<file path="config.mk">
export PLATFORM = sky130hd
export DESIGN_NAME = fifo_rr_arbiter_tmr_flat
export DESIGN_NICKNAME = d
export VERILOG_FILES = /design/src/rtl/fifo_rr_arbiter_tmr_if.sv /design/src/rtl/fifo_rr_arbiter_tmr.sv /design/src/flat_wrapper.sv
export SDC_FILE = /design/constraint.sdc
export NUM_CORES = 1
export LEC_CHECK = 0
export ABC_AREA = 1
export CAP_MARGIN = 0
export CORE_ASPECT_RATIO = 1.5
export CORE_UTILIZATION = 30
export DETAILED_ROUTE_END_ITERATION = 6
export GPL_ROUTABILITY_DRIVEN = 0
export HOLD_SLACK_MARGIN = 0.15
export PLACE_DENSITY = 0.59
export SETUP_SLACK_MARGIN = 0.5
export SKIP_LAST_GASP = 1
export SYNTH_ARGS = -nofsm -noshare
export SYNTH_HDL_FRONTEND = slang
export SYNTH_SLANG_ARGS = --single-unit
</file>
<file path="constraint.sdc">
create_clock -name clk_i -period 2.1 [get_ports clk_i]
set_clock_uncertainty 0.1 [all_clocks]
set_input_delay 0.63 -clock clk_i [delete_from_list [all_inputs] [get_ports clk_i]]
set_output_delay 0.63 -clock clk_i [all_outputs]
set_load 0.02 [all_outputs]
</file>
<file path="src/rtl/fifo_rr_arbiter_tmr_if.sv">
// Handshake bundle between the TMR round-robin arbiter, its source FIFOs and the readout FIFO.
// master = arbiter side, slave = FIFO/environment side.
interface fifo_rr_arbiter_tmr_if #(
  parameter int N_SRC = 4,
  parameter int GNT_W = 2
);
  logic [N_SRC-1:0] src_almst_empty_i;
  logic [N_SRC-1:0] src_rd_o;
  logic             dst_almst_full_i;
  logic             dst_wr_o;
  logic [GNT_W-1:0] grant_o;
  logic             busy_o;
  logic             warn_o;

  modport master (
    input  src_almst_empty_i, dst_almst_full_i,
    output src_rd_o, dst_wr_o, grant_o, busy_o, warn_o
  );

  modport slave (
    output src_almst_empty_i, dst_almst_full_i,
    input  src_rd_o, dst_wr_o, grant_o, busy_o, warn_o
  );
endinterface

</file>
<file path="src/rtl/fifo_rr_arbiter_tmr.sv">
// Round-robin drain of N_SRC source FIFOs into one destination in bursts of up to BURST_LEN reads.
// Read one cycle after grant, write one cycle after read; almost-full/empty flags end a burst at the next edge.
module fifo_rr_arbiter_tmr #(
  parameter int N_SRC     = 4,
  parameter int GNT_W     = 2,
  parameter int BURST_LEN = 16,
  parameter int CNT_W     = 8
) (
  input  logic                  clk_i,
  input  logic                  rst_i,
  fifo_rr_arbiter_tmr_if.master bus
);

  typedef enum logic [1:0] {
    IDLE  = 2'd0,
    ARB   = 2'd1,
    BURST = 2'd2,
    DRAIN = 2'd3
  } state_t;

  localparam logic [CNT_W-1:0] LAST_CNT = CNT_W'(BURST_LEN - 1);
  localparam logic [GNT_W-1:0] LAST_SRC = GNT_W'(N_SRC - 1);

  // Three copies of every protected register; logic only ever sees the voted value.
  logic [1:0]       st_q0, st_q1, st_q2;
  logic [GNT_W-1:0] ptr_q0, ptr_q1, ptr_q2;
  logic [GNT_W-1:0] gnt_q0, gnt_q1, gnt_q2;
  logic [CNT_W-1:0] cnt_q0, cnt_q1, cnt_q2;

  state_t           state_v;
  logic [GNT_W-1:0] ptr_v, gnt_v;
  logic [CNT_W-1:0] cnt_v;

  assign state_v = state_t'((st_q0 & st_q1) | (st_q0 & st_q2) | (st_q1 & st_q2));
  assign ptr_v   = (ptr_q0 & ptr_q1) | (ptr_q0 & ptr_q2) | (ptr_q1 & ptr_q2);
  assign gnt_v   = (gnt_q0 & gnt_q1) | (gnt_q0 & gnt_q2) | (gnt_q1 & gnt_q2);
  assign cnt_v   = (cnt_q0 & cnt_q1) | (cnt_q0 & cnt_q2) | (cnt_q1 & cnt_q2);

  logic mismatch;
  assign mismatch = (|(st_q0 ^ st_q1))   | (|(st_q1 ^ st_q2))
                  | (|(ptr_q0 ^ ptr_q1)) | (|(ptr_q1 ^ ptr_q2))
                  | (|(gnt_q0 ^ gnt_q1)) | (|(gnt_q1 ^ gnt_q2))
                  | (|(cnt_q0 ^ cnt_q1)) | (|(cnt_q1 ^ cnt_q2));

  // A double upset can leave the pointer or grant outside the source range.
  logic bad_idx;
  assign bad_idx = (32'(ptr_v) >= 32'(N_SRC)) || (32'(gnt_v) >= 32'(N_SRC));

  logic             found;
  logic [GNT_W-1:0] sel;
  logic [GNT_W-1:0] idx;

  always_comb begin
    found = 1'b0;
    sel   = '0;
    idx   = '0;
    for (int i = 0; i < N_SRC; i++) begin
      idx = GNT_W'((int'(ptr_v) + i) % N_SRC);
      if (!found && !bus.src_almst_empty_i[idx]) begin
        found = 1'b1;
        sel   = idx;
      end
    end
  end

  state_t           state_d;
  logic [GNT_W-1:0] ptr_d, gnt_d;
  logic [CNT_W-1:0] cnt_d;

  always_comb begin
    state_d = state_v;
    ptr_d   = ptr_v;
    gnt_d   = gnt_v;
    cnt_d   = cnt_v;
    if (bad_idx) begin
      state_d = IDLE;
      ptr_d   = '0;
      gnt_d   = '0;
      cnt_d   = '0;
    end else begin
      case (state_v)
        IDLE: state_d = ARB;
        ARB: begin
          if (found && !bus.dst_almst_full_i) begin
            gnt_d   = sel;
            cnt_d   = '0;
            state_d = BURST;
          end
        end
        BURST: begin
          cnt_d = cnt_v + 1'b1;
          if (cnt_v == LAST_CNT || bus.src_almst_empty_i[gnt_v] || bus.dst_almst_full_i)
            state_d = DRAIN;
        end
        DRAIN: begin
          ptr_d   = (gnt_v == LAST_SRC) ? '0 : gnt_v + 1'b1;
          state_d = ARB;
        end
        default: state_d = IDLE;
      endcase
    end
  end

  logic [N_SRC-1:0] rd;
  logic             dst_wr_q;
  logic             warn_q;

  always_comb begin
    rd = '0;
    for (int i = 0; i < N_SRC; i++)
      rd[i] = (state_v == BURST) && !bad_idx && (gnt_v == GNT_W'(i));
  end

  always_ff @(posedge clk_i or posedge rst_i) begin
    if (rst_i) begin
      st_q0    <= IDLE;
      st_q1    <= IDLE;
      st_q2    <= IDLE;
      ptr_q0   <= '0;
      ptr_q1   <= '0;
      ptr_q2   <= '0;
      gnt_q0   <= '0;
      gnt_q1   <= '0;
      gnt_q2   <= '0;
      cnt_q0   <= '0;
      cnt_q1   <= '0;
      cnt_q2   <= '0;
      dst_wr_q <= 1'b0;
      warn_q   <= 1'b0;
    end else begin
      st_q0    <= state_d;
      st_q1    <= state_d;
      st_q2    <= state_d;
      ptr_q0   <= ptr_d;
      ptr_q1   <= ptr_d;
      ptr_q2   <= ptr_d;
      gnt_q0   <= gnt_d;
      gnt_q1   <= gnt_d;
      gnt_q2   <= gnt_d;
      cnt_q0   <= cnt_d;
      cnt_q1   <= cnt_d;
      cnt_q2   <= cnt_d;
      dst_wr_q <= |rd;
      warn_q   <= mismatch;
    end
  end

  assign bus.src_rd_o = rd;
  assign bus.dst_wr_o = dst_wr_q;
  assign bus.grant_o  = gnt_v;
  assign bus.busy_o   = (state_v == BURST) || (state_v == DRAIN);
  assign bus.warn_o   = warn_q;

endmodule

</file>
<file path="src/flat_wrapper.sv">
// flat-port wrapper written by rule: the top's interface ports become plain ports
module fifo_rr_arbiter_tmr_flat 
#(
  parameter int N_SRC     = 4,
  parameter int GNT_W     = 2,
  parameter int BURST_LEN = 16,
  parameter int CNT_W     = 8
)
  (clk_i, rst_i, bus_src_almst_empty_i, bus_dst_almst_full_i, bus_src_rd_o, bus_dst_wr_o, bus_grant_o, bus_busy_o, bus_warn_o);
  fifo_rr_arbiter_tmr_if #(.N_SRC(N_SRC), .GNT_W(GNT_W)) bus_i ();
  input  logic clk_i;
  input  logic rst_i;
  input wire logic [$bits(bus_i.src_almst_empty_i)-1:0] bus_src_almst_empty_i;
  input wire logic [$bits(bus_i.dst_almst_full_i)-1:0] bus_dst_almst_full_i;
  output wire logic [$bits(bus_i.src_rd_o)-1:0] bus_src_rd_o;
  output wire logic [$bits(bus_i.dst_wr_o)-1:0] bus_dst_wr_o;
  output wire logic [$bits(bus_i.grant_o)-1:0] bus_grant_o;
  output wire logic [$bits(bus_i.busy_o)-1:0] bus_busy_o;
  output wire logic [$bits(bus_i.warn_o)-1:0] bus_warn_o;
  assign bus_i.src_almst_empty_i = bus_src_almst_empty_i;
  assign bus_i.dst_almst_full_i = bus_dst_almst_full_i;
  assign bus_src_rd_o = bus_i.src_rd_o;
  assign bus_dst_wr_o = bus_i.dst_wr_o;
  assign bus_grant_o = bus_i.grant_o;
  assign bus_busy_o = bus_i.busy_o;
  assign bus_warn_o = bus_i.warn_o;
  fifo_rr_arbiter_tmr #(.N_SRC(N_SRC), .GNT_W(GNT_W), .BURST_LEN(BURST_LEN), .CNT_W(CNT_W)) u_core (.clk_i(clk_i), .rst_i(rst_i), .bus(bus_i));
endmodule
</file>
# Word level (Yosys, flattened, before mapping)
# Cells that the tools add are included.
# op_classes
magnitude_cmp,5
n_mux,27
bitwise_logic,22
addsub,5
n_reduce_logical,25
eq_ne,7
# ops
cell,n
two-way mux 2 bit,10
bitwise OR 8 bit,2
case mux 8 bit (2 select lines),1
< comparator 2 x 3 -> 1 bit (second input constant),5
bitwise OR 2 bit,6
binary-select mux 1 bit (select 2 bit),5
two-way mux 1 bit,9
adder 8 x 1 -> 8 bit (second input constant),1
AND 8 bit,1
equality test 2 bit (second input constant),4
equality test 8 x 4 -> 1 bit (second input constant),1
logical AND 1 bit,8
two-way mux 8 bit,1
OR reduction 2 bit,4
OR reduction 8 bit,1
bitwise XOR 8 bit,1
AND 2 bit,3
logical NOT 1 bit,6
bitwise OR 1 bit,6
case mux 2 bit (3 select lines),1
bitwise XOR 2 bit,3
adder 2 x 1 -> 2 bit (second input constant),2
adder 2 bit (second input constant),2
equality test 2 x 1 -> 1 bit (second input constant),2
other kinds (3),6
# word_totals
regBits,16
input_bits,7

# Longest topological paths before layout
# logic_depth
word_depth,18
mapped_depth,13
depth_no_buf,12

# Worst setup path before layout
# Ideal clock, no wire load.
# synth_timing
path_type,register -> output
start,reg u_core.st_q0[0]
end,out bus_busy_o
slack_ns,0.224
path_stages_with_launch,5
arrival_ns,1.146
n_path_buf,1
required_ns,1.370
cell_sequence,dfrtp_1 inv_1 ha_1 clkbuf_1 or2_2
# synth_via
elab_chain_cells,5
word_cells_on_any_way,6
classes_between,eq/ne (2); bitwise (3); reduce/logical (1)
# synth_lines
element,line,rtl
from (decl),fifo_rr_arbiter_tmr.sv:25,"logic [1:0] st_q0, st_q1, st_q2;"
from (signal assigned),fifo_rr_arbiter_tmr.sv:131,st_q0 <= state_d;
AND 2 bit *,fifo_rr_arbiter_tmr.sv:34,assign state_v = state_t'((st_q0 & st_q1) | (st_q0 & st_q2) | (st_q1 & st_q2));
bitwise OR 2 bit,fifo_rr_arbiter_tmr.sv:34,
bitwise OR 2 bit *,fifo_rr_arbiter_tmr.sv:34,
equality test 2 bit,fifo_rr_arbiter_tmr.sv:151,assign bus.busy_o = (state_v == BURST) || (state_v == DRAIN);
logical OR 1 bit *,fifo_rr_arbiter_tmr.sv:151,
to (decl),flat_wrapper.sv:18,output wire logic [$bits(bus_i.busy_o)-1:0] bus_busy_o;
# Every way passes the cells marked *; elsewhere a longest branch is shown, timed or not.

# Final worst setup path
# layout_timing
start,reg u_core.st_q0[1]
end,out bus_busy_o
# The elaborated chain is that of the path after synthesis.

==> metrics <==
status=complete, no violations; Post-synth EDFFs=0; die area=~0.0043 sq mm; crit path capture type=primary output; Worst setup SP type=register; top post-synthesis cells by count=nand2_1 (64), inv_1 (27), dfrtp_1 (15); core area=roughly 0.0038 sq mm; largest net degree at the start of global routing=16; DR WL/cell=about 12 um; CP peak stage delay=around 0.42 ns; first-pass GRT wire length=between 4 and 5 mm; worst-skew pair later-pin latency=0.25 ns; ys flop type=dfrtp_1; path type of the worst min-delay path=register to register; Clock Pin Slew Worst Setup and Hold Paths=0.06 ns; GRT overflow=0; cell with the most instances after synthesis=nand2_1; Via density=~4.6; LEAKAGE=a little over 0.001 uW; Post-DP HPWL=between 2 and 2.5 mm; RSZ-0062 raised after global routing=yes; Post-Route Utilization=52.6%; Logic pwr share=between 70% and 80%; layout net count=around 250; initial antenna violation count=0; die height=approximately 80 um; number of synthesized register bits=15; Switching Share=a little under half; post-synthesis cell type count=24; critical path start-end classification=register to primary output; register share of total power=15.9%; fin cells=around 280; Final ANT Viol Nets=0; Placed Instances=between 200 and 300; post-synthesis cell count=180; Port-buffer cells=14; Buf/Inv on CP=1; peak supply drop=about 0.001 V; Area Overhead vs Synth=64.2%; critical path depth=3; Fin Hold WS=between 0.4 and 0.5 ns; worst-case clock buffer depth=2; Post-Place Setup Slack=-0.0873 ns; Antenna diodes=0; switching pwr=around 1300 uW; share of cells above drive strength 1=about half; Hold Buf Count CTS=0; Initial Utilization=32.0%; PD cells=roughly 1500 mW/mm^2; async set-or-reset flop fraction in the synthesized netlist=between 90% and 100%; share of Yosys cell area claimed by the top area cell type=between 30% and 40%; synthesized area=0.00121 sq mm; crit path time final=just under 2 ns; detailed-route via count=between 1k and 1.5k; Final Cycle Share=about 93%; Slew Limit Fails=0; Post-Syn Area per Cell=between 6 and 7 sq um; final setup vio count=0; IO Pins=16; Data arrival, critical path=about 1.2 ns; GRT Util Overall=15.5%; synth top area cells=dfrtp_1 (31%), nand2_1 (20%), ha_1 (9.3%), inv_1 (8.4%), nand3_1 (5.4%); PnR Total Power=2910 uW; Residual DRC=0; reg2reg path depth=12; H-tree lvl count=1; Worst path slowest cell=dfrtp_1; CP delay by family, top=flip-flops; clock share of power=8.0%; Max Cap Violations=0; clk sinks=15; critical path peak fanout=3; Iter 0 DRT Violations=18; worst path required time=1.37 ns; root buf cell=clkbuf_8; synth warn=0; final worst slack=roughly 0.14 ns; DRT Pass-1 Iters=2; WHS Path Cells=2; CP cell instances=ha_2 > or2_4 > buf_6; Post-Route WL=3.34 mm; CTS tree=built; Yosys top cell by area=dfrtp_1; Syn Nets=196; P_int=between 1500 and 2000 uW; placement row count=27; Seq/Total Area, Yosys=~31%; Die X=about 54 um; CTS Buf Count=3; Hold Violations, Final=0; fmax=between 500 and 600 MHz; vias in the first global route=1,212
[per-layer routing]
layer	wire (um)	vias to the layer above	GRT usage [%]
li1	-	670	-
met1	1320	601	15.6
met2	1900	13	29.4
met3	57	7	2.29
met4	59	0	6.84
met5	0	-	0
[layout by cell type (no fill, tap or decap), types with 5 or more instances in the layout]
master / count
buf_4: 26
buf_6: 19
dfrtp_1: 12
ha_2: 5
inv_1: 18
inv_2: 10
nand2_1: 43
nand2_2: 22
nand2_4: 8
nand3_1: 12
nor2_1: 9
o21ai_0: 6
[area by class of cell]
cell class              count  area [sq um]
fillers                   376          1790
multi-input cells         133           897
repair buffers             54           499
flip-flops and latches     15           379
inverters                  29           116
well taps                  43          53.8
clock buffers               4          45.0
[final timing paths]
path	start	to	slack [ns]
setup / recovery	u_core.st_q0[1]$_DFFE_PP0P_	bus_busy_o	0.14
hold / removal	u_core.cnt_q0[1]$_DFFE_PP0P_	u_core.cnt_q0[1]$_DFFE_PP0P_	0.41
setup reg to reg	u_core.gnt_q0[0]$_DFFE_PP0P_	u_core.st_q0[0]$_DFFE_PP0P_	0.36
hold reg to reg	u_core.cnt_q0[1]$_DFFE_PP0P_	u_core.cnt_q0[1]$_DFFE_PP0P_	0.41
max in group asynchronous	rst_i	u_core.gnt_q0[0]$_DFFE_PP0P_	1.12
min in group asynchronous	rst_i	u_core.cnt_q0[3]$_DFFE_PP0P_	0.59
[what timing repair did]
item,in CTS,in global routing
setup endpoints to repair,20,19
pin swaps,18,28
setup buffers,12,10
gates resized for setup,75,51
gates cloned,0,0
[worst min-delay path, cell delays in order, from the launching register on]
cell and delay, ns:
dfrtp_1 0.38, nand2_2 0.06, nand2_1 0.04
[power by group through the flow]
stage | Combinational, uW | Sequential, uW | Clock [uW]
4_1_cts | 1640 | 462 | 245
5_1_grt | 2410 | 473 | 258
2_1_floorplan | 876 | 477 | 0
3_3_place_gp | 1340 | 484 | 0
3_5_place_dp | 1330 | 485 | 0
6_report | 2220 | 462 | 232
[per-stage QoR]
stage | setup TNS, ns | area (sq um)
finish | 0 | 1990
global route | 0 | 1990
CTS | 0 | 1720
detailed placement | -1.01 | 1530
global placement | -0.875 | 1530
floorplan | 0 | 1230
[kinds of logic after synthesis]
family                     synth area share (%)
AOI/OAI and AO/OA                          6.29
adders and majority gates                  9.29
buffers and inverters                      11.5
DFF                                        31.0
other                                     0.309
and+or+nand+nor                            41.7
[sequential cells by signal, indices dropped and copies added, names as in the netlist]
register             cells
u_core.gnt_q0            2
u_core.cnt_q0            8
u_core.ptr_q0            2
u_core.bus.dst_wr_o      1
u_core.st_q0             2
(Power assumes the default switching activity.)
